--- src/rtl/ser_pkg.sv ---
// Shared constants and state encoding for the result byte serializer.
// Build option SER_LAST_EN adds a word-boundary marker output on the byte stream.
package ser_pkg;

    localparam int DATA_W    = 256;
    localparam int BYTE_W    = 8;
    localparam int DEPTH     = 16;
    localparam int AF_THRESH = 12;

    localparam int BYTES = DATA_W / BYTE_W;
    localparam int IDX_W = $clog2(BYTES);
    localparam int PTR_W = $clog2(DEPTH);
    localparam int LVL_W = $clog2(DEPTH) + 1;

    typedef enum logic {
        IDLE  = 1'b0,
        SHIFT = 1'b1
    } ser_state_t;

endpackage

--- src/rtl/ser_word_fifo.sv ---
// First-word-fall-through word FIFO feeding the serializer shifter.
// The head word is always visible on rd_data while empty is low.
module ser_word_fifo
    import ser_pkg::*;
(
    input  logic              clk,
    input  logic              rst_n,
    input  logic [DATA_W-1:0] wr_data,
    input  logic              wr_en,
    input  logic              rd_en,
    output logic [DATA_W-1:0] rd_data,
    output logic              full,
    output logic              empty,
    output logic [LVL_W-1:0]  level,
    output logic              almost_full
);

    logic [DATA_W-1:0] mem_q [DEPTH];
    logic [PTR_W-1:0]  wr_ptr_q, wr_ptr_d;
    logic [PTR_W-1:0]  rd_ptr_q, rd_ptr_d;
    logic [LVL_W-1:0]  level_q, level_d;
    logic              almost_full_q, almost_full_d;
    logic              push, pop;

    // Full is taken from the registered level, so a same-cycle pop never opens a write slot.
    assign full  = (level_q == LVL_W'(DEPTH));
    assign empty = (level_q == '0);
    assign push  = wr_en && !full;
    assign pop   = rd_en && !empty;

    assign rd_data     = mem_q[rd_ptr_q];
    assign level       = level_q;
    assign almost_full = almost_full_q;

    always_comb begin
        wr_ptr_d = wr_ptr_q;
        rd_ptr_d = rd_ptr_q;
        level_d  = level_q;
        if (push) begin
            wr_ptr_d = wr_ptr_q + PTR_W'(1);
        end
        if (pop) begin
            rd_ptr_d = rd_ptr_q + PTR_W'(1);
        end
        unique case ({push, pop})
            2'b10:   level_d = level_q + LVL_W'(1);
            2'b01:   level_d = level_q - LVL_W'(1);
            default: level_d = level_q;
        endcase
        almost_full_d = (level_d >= LVL_W'(AF_THRESH));
    end

    always_ff @(posedge clk or negedge rst_n) begin
        if (!rst_n) begin
            wr_ptr_q      <= '0;
            rd_ptr_q      <= '0;
            level_q       <= '0;
            almost_full_q <= 1'b0;
        end else begin
            wr_ptr_q      <= wr_ptr_d;
            rd_ptr_q      <= rd_ptr_d;
            level_q       <= level_d;
            almost_full_q <= almost_full_d;
        end
    end

    // Storage needs no reset; only pointers and level define what is valid.
    always_ff @(posedge clk) begin
        if (push) begin
            mem_q[wr_ptr_q] <= wr_data;
        end
    end

endmodule

--- src/rtl/result_byte_serializer.sv ---
// Buffers 256-bit result words and streams each one out LSB-first as 32 bytes.
// Define SER_LAST_EN to add dout_last, high on the final byte of every word.
module result_byte_serializer
    import ser_pkg::*;
(
    input  logic              clk,
    input  logic              rst_n,
    input  logic [DATA_W-1:0] din,
    input  logic              din_vld,
    output logic              din_rdy,
    output logic [BYTE_W-1:0] dout,
    output logic              dout_vld,
    input  logic              ready,
    output logic [LVL_W-1:0]  word_level,
    output logic              almost_full,
    output logic              busy
`ifdef SER_LAST_EN
    ,
    output logic              dout_last
`endif
);

    ser_state_t        state_q, state_d;
    logic [DATA_W-1:0] shift_q, shift_d;
    logic [IDX_W-1:0]  idx_q, idx_d;

    logic [DATA_W-1:0] fifo_head;
    logic              fifo_full;
    logic              fifo_empty;
    logic              fifo_pop;
    logic              last_byte;

    ser_word_fifo u_fifo (
        .clk         (clk),
        .rst_n       (rst_n),
        .wr_data     (din),
        .wr_en       (din_vld),
        .rd_en       (fifo_pop),
        .rd_data     (fifo_head),
        .full        (fifo_full),
        .empty       (fifo_empty),
        .level       (word_level),
        .almost_full (almost_full)
    );

    assign din_rdy   = !fifo_full;
    assign dout_vld  = (state_q == SHIFT);
    assign dout      = shift_q[BYTE_W-1:0];
    assign busy      = (state_q == SHIFT) || !fifo_empty;
    assign last_byte = (idx_q == IDX_W'(BYTES - 1));

`ifdef SER_LAST_EN
    assign dout_last = dout_vld && last_byte;
`endif

    // On the last accepted byte the next word is loaded directly, keeping the stream gapless.
    always_comb begin
        state_d  = state_q;
        shift_d  = shift_q;
        idx_d    = idx_q;
        fifo_pop = 1'b0;
        unique case (state_q)
            IDLE: begin
                if (!fifo_empty) begin
                    shift_d  = fifo_head;
                    idx_d    = '0;
                    fifo_pop = 1'b1;
                    state_d  = SHIFT;
                end
            end
            SHIFT: begin
                if (ready) begin
                    if (!last_byte) begin
                        shift_d = shift_q >> BYTE_W;
                        idx_d   = idx_q + IDX_W'(1);
                    end else if (!fifo_empty) begin
                        shift_d  = fifo_head;
                        idx_d    = '0;
                        fifo_pop = 1'b1;
                    end else begin
                        shift_d = '0;
                        idx_d   = '0;
                        state_d = IDLE;
                    end
                end
            end
            default: state_d = IDLE;
        endcase
    end

    always_ff @(posedge clk or negedge rst_n) begin
        if (!rst_n) begin
            state_q <= IDLE;
            shift_q <= '0;
            idx_q   <= '0;
        end else begin
            state_q <= state_d;
            shift_q <= shift_d;
            idx_q   <= idx_d;
        end
    end

endmodule
--- config.mk ---
export PLATFORM = sky130hd
export DESIGN_NAME = result_byte_serializer
export DESIGN_NICKNAME = d
export VERILOG_FILES = /design/src/rtl/ser_pkg.sv /design/src/rtl/ser_word_fifo.sv /design/src/rtl/result_byte_serializer.sv
export SDC_FILE = /design/constraint.sdc
export NUM_CORES = 2
export LEC_CHECK = 0
export BUFFER_PORTS_ARGS = -buffer_cell sky130_fd_sc_hd__clkbuf_2
export CORE_UTILIZATION = 45
export DETAILED_ROUTE_END_ITERATION = 8
export HOLD_SLACK_MARGIN = 0.02
export REMOVE_ABC_BUFFERS = 1
export SYNTH_ARGS = -nofsm -noshare
export SYNTH_HDL_FRONTEND = slang
export SYNTH_SLANG_ARGS = --single-unit
--- constraint.sdc ---
create_clock -name clk -period 9.3 [get_ports clk]
set_clock_uncertainty 0.15 [all_clocks]
set_input_delay 0.465 -clock clk [delete_from_list [all_inputs] [get_ports clk]]
set_output_delay 0.465 -clock clk [all_outputs]
set_load 0.01 [all_outputs]
Word level (Yosys, flattened, before mapping)
Memories as Yosys holds them, arrays and structs flattened. Cells that the tools add are included.

Bits of input ports: 260. Register bits after elaboration: 276. Memories kept: 1. RAM bits: 4096.

Memories: u_fifo.mem_q (depth 16, bits a word 256, read ports 1, clocked after memory_dff 0, wr ports 1, line ser_word_fifo.sv:18) `logic [DATA_W-1:0] mem_q [DEPTH];`.

Order comparisons: 1. Eq/ne operators: 6. Muxes and demuxes: 19. Add/sub/neg operators: 5. Reduce and logical (&&, ||, !) cells: 7. Bitwise logic cells: 1.

Operator list (number): two-way mux 256 bit (4); case mux 256 bit (2 select lines) (1); case mux 5 bit (2 select lines) (2); two-way mux 5 bit (3); adder 5 x 1 -> 5 bit (second input constant) (2); equality test 5 bit (second input constant) (2); adder 4 x 1 -> 4 bit (second input constant) (2); two-way mux 1 bit (7); greater-or-equal comparator 5 x 4 -> 1 bit (second input constant) (1); zero test 5 bit (1); subtractor 5 x 1 -> 5 bit (second input constant) (1); inequality test 2 bit (second input constant) (2); case mux 1 bit (2 select lines) (2); equality test 2 x 1 -> 1 bit (second input constant) (1); equality test 2 bit (second input constant) (1); logical AND 1 bit (2); zero test 1 bit (2); AND reduction 2 bit (1); logical OR 1 bit (1); inverter 1 bit (1).

Longest topological paths before layout
Depth after elaboration: 9. Gate-level depth with buffers: 16. Mapped depth without buffers: 13.

By module
From an unflattened synthesis, not the netlist that was laid out.

Cells, all modules: 7313. Area total of the unflattened synthesis: 165785.3 µm².

By module, submodules not included: ser_word_fifo (area each 153352.1 µm², seq. area each 123348.3 µm², cells each 6348, instances 1); result_byte_serializer (area each 12433.2 µm², seq. area each 6556.3 µm², cells each 965, instances 1).

Worst setup path after synthesis
OpenSTA, ideal clock, no wires.

Path type: reg-to-reg. From: reg u_fifo.level_q[1] (netlist: u_fifo.level[1]). To: mem u_fifo.mem_q[4][0] (enable). Setup slack: 1.142 ns. Cell stages (with the launch flop): 8. Library setup time: 0.651 ns. Required time: 8.499 ns. Path buffers: 2. Arrival time: 7.358 ns. Cell sequence: dfrtp_1 buf_2 nor4_1 a21boi_0 clkbuf_1 nand2_1 nor2_1 and2_1.

Longest elaborated chain between the ends: 5.

Ends and longest elaborated chain: start: declaration (line ser_word_fifo.sv:21) `logic [LVL_W-1:0] level_q, level_d;`; start signal: assignment (line ser_word_fifo.sv:62) `level_q <= level_d;`; equality test 5 bit (line ser_word_fifo.sv:26) `assign full = (level_q == LVL_W'(DEPTH));`; zero test 1 bit (line ser_word_fifo.sv:28) `assign push = wr_en && !full;`; logical AND 1 bit (line ser_word_fifo.sv:28); two-way mux 1 bit (line ser_word_fifo.sv:69) `if (push) begin`; two-way mux 1 bit (not written as such) (line ser_word_fifo.sv:70) `mem_q[wr_ptr_q] <= wr_data;`; end: declaration (line ser_word_fifo.sv:18).

Every way passes these cells.

Worst setup path in the final report
From: reg u_fifo.rd_ptr_q[3]. To: reg shift_q[165].

Longest elaborated chain between the ends: 5. Elaborated cells between the ends (all ways): 6.

Ends and longest elaborated chain: start: declaration (line ser_word_fifo.sv:20) `logic [PTR_W-1:0] rd_ptr_q, rd_ptr_d;`; start signal: assignment (line ser_word_fifo.sv:61) `rd_ptr_q <= rd_ptr_d;`; memory read (16 x 256 bit) (*); two-way mux 256 bit (line result_byte_serializer.sv:76) `end else if (!fifo_empty) begin`; two-way mux 256 bit (line result_byte_serializer.sv:73) `if (!last_byte) begin`; two-way mux 256 bit (line result_byte_serializer.sv:72) `if (ready) begin`; case mux 256 bit (2 select lines) (*) (line result_byte_serializer.sv:62) `unique case (state_q)`; end signal: assignment (line result_byte_serializer.sv:98) `shift_q <= shift_d;`; end: declaration (line result_byte_serializer.sv:24) `logic [DATA_W-1:0] shift_q, shift_d;`.

Every way passes the cells marked *; elsewhere a longest branch is shown, timed or not. The select of a mux whose other input is x is not followed. A chain may end at the register's enable or synchronous reset.

==> flow_metrics.py <==
metrics = {
    "power_and_ir_drop": {
        "intPower_mw": 38.1,
        "ir_drop_mv": 0.219,
        "switching_share_pct": 25.3,
        "pwr-share-clk_pct": 35.0,
        "power.switching_mw": 13.0,
        "seq_power_share_pct": 48.0,
        "p_leak_nw": 60.4,
        "combPwrFrac_pct": 17.0,
        "pwr_density_cell_nw_per_um2": 266,
        "total_power_mw": 51.1,
    },
    "critical_path": {
        "crit_top_cell": "buf_4",
        "crit_chain": "buf_4 > nor2b_4 > buf_4 > buf_4 > a22oi_1 > a21oi_1 > a211oi_1 > o22a_1",
        "critPathKind": "flop to flop",
        "cp.arrival_ps": 5350,
        "crit_buf_inv": 3,
        "worstPathMaxFanout": 46,
        "required_ps": 9960,
        "worst_setup_path_start_kind": "flop",
        "endpoint_kind": "flop",
        "slowest_delay_ps": 990,
        "critPathTopFamily": "buffers and inverters",
        "crit_path_top_delay_cell": "dfrtp_4",
    },
    "sta": {
        "final-max-slew-violation-count": 0,
        "post-route-period-util_pct": 50.5,
        "fin_hold_ws_ps": 291,
        "rsz0062_at_grt": "no",
        "fmax_mhz": 213,
        "min_period_ps": 4690,
        "worst_slew_pin_slew_ps": 1120,
        "setup_viol": 0,
        "slew_headroom_pct": 25.0,
        "fin_ws_ps": 4610,
        "tns_ps": 0,
        "hold_viol_final": 0,
    },
    "detailed_routing": {
        "routed_wl_microns": 418000,
        "wire_per_inst_microns": 30.6,
        "vias": 81779,
        "vias_per_cell": 5.99,
        "route.detailed.drc": 0,
        "first_iter_violations": 8659,
        "drtPass1Iterations": 6,
        "ant_nets": 0,
    },
    "grt": {
        "met3_usage_pct": 3.38,
        "antenna_found_initial": 85,
        "use_met1_pct": 31.4,
        "grt_pass1_vias": 84240,
        "grtUsageMet2_pct": 36.5,
        "busiest_layer": "met2",
        "grt-ovfl-total": 0,
        "grtUsageTotal_pct": 22.2,
        "grt_first_pass_wirelength_microns": 602000,
        "grt_max_degree": 133,
    },
    "finish": {
        "synthToLayoutAreaGrowth_pct": 14.7,
        "stdcell_count": 13644,
        "fin_nets": 8569,
        "final_core_util_pct": 51.9,
        "final_area_sq_um": 192000,
        "final_layout_size_suffix_gt1_share_pct": 23.4,
    },
    "run": {
        "maxCapViolCount": 0,
    },
    "placed_design": {
        "hpwl_microns": 200000,
        "place_area_sq_um": 174000,
        "dp.cells": 12554,
        "place_ws_ps": 4660,
        "port_buffers": 276,
        "globalplace.congestion": 0.741,
    },
    "logic_synthesis": {
        "synth_ff_type": "edfxtp_1",
        "syn_inst": 7656,
        "synth_area_sq_um": 167000,
        "ys_ff_latch": 4372,
        "async_flop_share_pct": 6.31,
        "syn_avg_cell_area_sq_um": 21.8,
        "ys_seq_area_share_pct": 77.7,
        "yosysWarnings": 0,
        "synth.distinct_cells": 47,
        "synth_edf_count": 4096,
    },
    "cts": {
        "cts_htree_levels": 5,
        "cts.clk_slew.worst_paths_ps": 60,
        "cts-root-buf": "clkbuf_16",
        "clock_latency_ps": 970,
        "cts_setup_buffers": 0,
        "cts.repair.resized": 0,
        "clkSinkCount": 4372,
        "tritoncts": "done",
        "clockBufferDepth": 4,
        "cts_buffers": 433,
    },
    "floorplan": {
        "initial_core_util_pct": 45.3,
        "die_w_microns": 612,
        "die_height_microns": 612,
        "core.rowCount": 223,
        "coreArea_sq_um": 369000,
        "ioPinCount": 277,
        "die_area_sq_um": 374000,
    },
    "hold_path": {
        "min_path_type": "primary input to flop",
    },
    "run_status": {
        "status": "finished clean",
    },
}
## state kept, by name, summed over array words and instances (netlist names)
signal,cells
u_fifo.wr_ptr_q,4
dout_vld,1
shift_q,256
u_fifo.mem_q,4096
idx_q,5
u_fifo.rd_ptr_q,4
u_fifo.level,5
u_fifo.almost_full,1
## worst reg2reg max path, delay by kind of cell, from the launching register on
family / cells / cell delay [ps]
AO/OA/AOI/OAI: 4 / 830
flip-flops: 1 / 990
buffers and inverters: 3 / 2220
AND/OR/NAND/NOR: 1 / 360
## cells in the mapped netlist, types with 15 or more instances
library cell / n / area share [%]
buf_2: 161 / 0.48
nand2b_1: 126 / 0.47
edfxtp_1: 4096 / 74
buf_1: 27 / 0.061
o22a_1: 126 / 0.66
a22oi_1: 252 / 1.1
mux4_2: 902 / 12
a222oi_1: 122 / 0.73
clkbuf_1: 268 / 0.60
buf_4: 15 / 0.067
inv_1: 127 / 0.29
nand2_1: 35 / 0.079
mux2i_1: 610 / 3.7
a211oi_1: 148 / 0.66
a21oi_1: 236 / 0.71
dfrtp_1: 276 / 4.1
nor2b_1: 24 / 0.090
## worst paths after layout
check	depth (start not counted)	startpoint	to	slack, ps
setup / recovery	8	u_fifo.rd_ptr_q[3]$_DFFE_PN0P_	shift_q[165]$_DFFE_PN0P_	4610
hold / removal	2	din[14]	u_fifo.mem_q[10][14]$_DFFE_PP_	290
setup reg to reg	8	u_fifo.rd_ptr_q[3]$_DFFE_PN0P_	shift_q[165]$_DFFE_PN0P_	4610
hold reg to reg	2	shift_q[29]$_DFFE_PN0P_	shift_q[21]$_DFFE_PN0P_	340
max in group asynchronous	4	rst_n	shift_q[104]$_DFFE_PN0P_	6640
min in group asynchronous	3	rst_n	shift_q[62]$_DFFE_PN0P_	550
## placed cells by master (no fill, tap or decap), types with 5 or more instances in the layout
cell	instances
and2_4	14
ha_1	8
edfxtp_1	4096
xnor2_1	9
buf_4	114
clkbuf_2	275
a21oi_1	235
nor2_1	5
dlygate4sd3_1	261
clkbuf_1	103
mux4_2	902
dfrtp_1	272
nand2_1	35
clkbuf_8	50
o21ai_0	7
o22a_1	126
diode_2	20
inv_6	7
bufinv_16	52
buf_12	40
a22o_1	8
a22oi_1	252
a211oi_1	148
mux2i_1	610
inv_1	127
nor2b_1	22
clkinvlp_4	12
a222oi_1	122
clkinv_2	87
nand2b_1	126
clkinv_1	47
clkbuf_16	442
## routing by layer
layer | up-vias | wire length, microns | part of all wire, %
li1 | 33647 | - | -
met1 | 44395 | 177000 | 42
met2 | 3062 | 205000 | 49
met3 | 647 | 26500 | 6.3
met4 | 28 | 9520 | 2.3
met5 | - | 177 | 0.042
## power groups by stage
| stage | registers (mW) | logic [mW] | clock network (mW) |
|---|---|---|---|
| 6_report | 24.5 | 8.70 | 17.9 |
| 5_1_grt | 24.7 | 9.34 | 18.9 |
| 4_1_cts | 24.5 | 8.87 | 18.2 |
| 3_5_place_dp | 24.9 | 8.72 | 0 |
| 3_3_place_gp | 24.8 | 8.64 | 0 |
| 2_1_floorplan | 25.6 | 8.31 | 0 |
## final cells by class
type / instances / area (sq um)
Clock inverter: 214 / 2510
Clock buffer: 595 / 12100
Sequential cell: 4372 / 130000
Fill cell: 28702 / 178000
Antenna cell: 20 / 50.0
Tap cell: 4950 / 6190
Inverter: 129 / 492
Multi-Input combinational cell: 2673 / 34800
Timing Repair Buffer: 691 / 5660
## kinds of logic (layout without fill, tap and decap cells)
group,count (synthesis),after routing,share of synthesized area [%]
AO/OA/AOI/OAI,911,911,4.02
XOR/XNOR,11,11,0.0576
adder cells (fa/ha/maj),9,9,0.0673
buffers and inverters,611,1629,1.57
flip-flops,4372,4372,77.7
multiplexers,1514,1514,15.8
other,0,20,0
AND/OR/NAND/NOR,228,228,0.796
## timing repair
action                     in CTS  in global routing
setup endpoints to repair       0                  0
hold buffers                  261                  0
hold endpoints to repair     4168                  0
No activity file was read; power rests on OpenSTA's default activity.
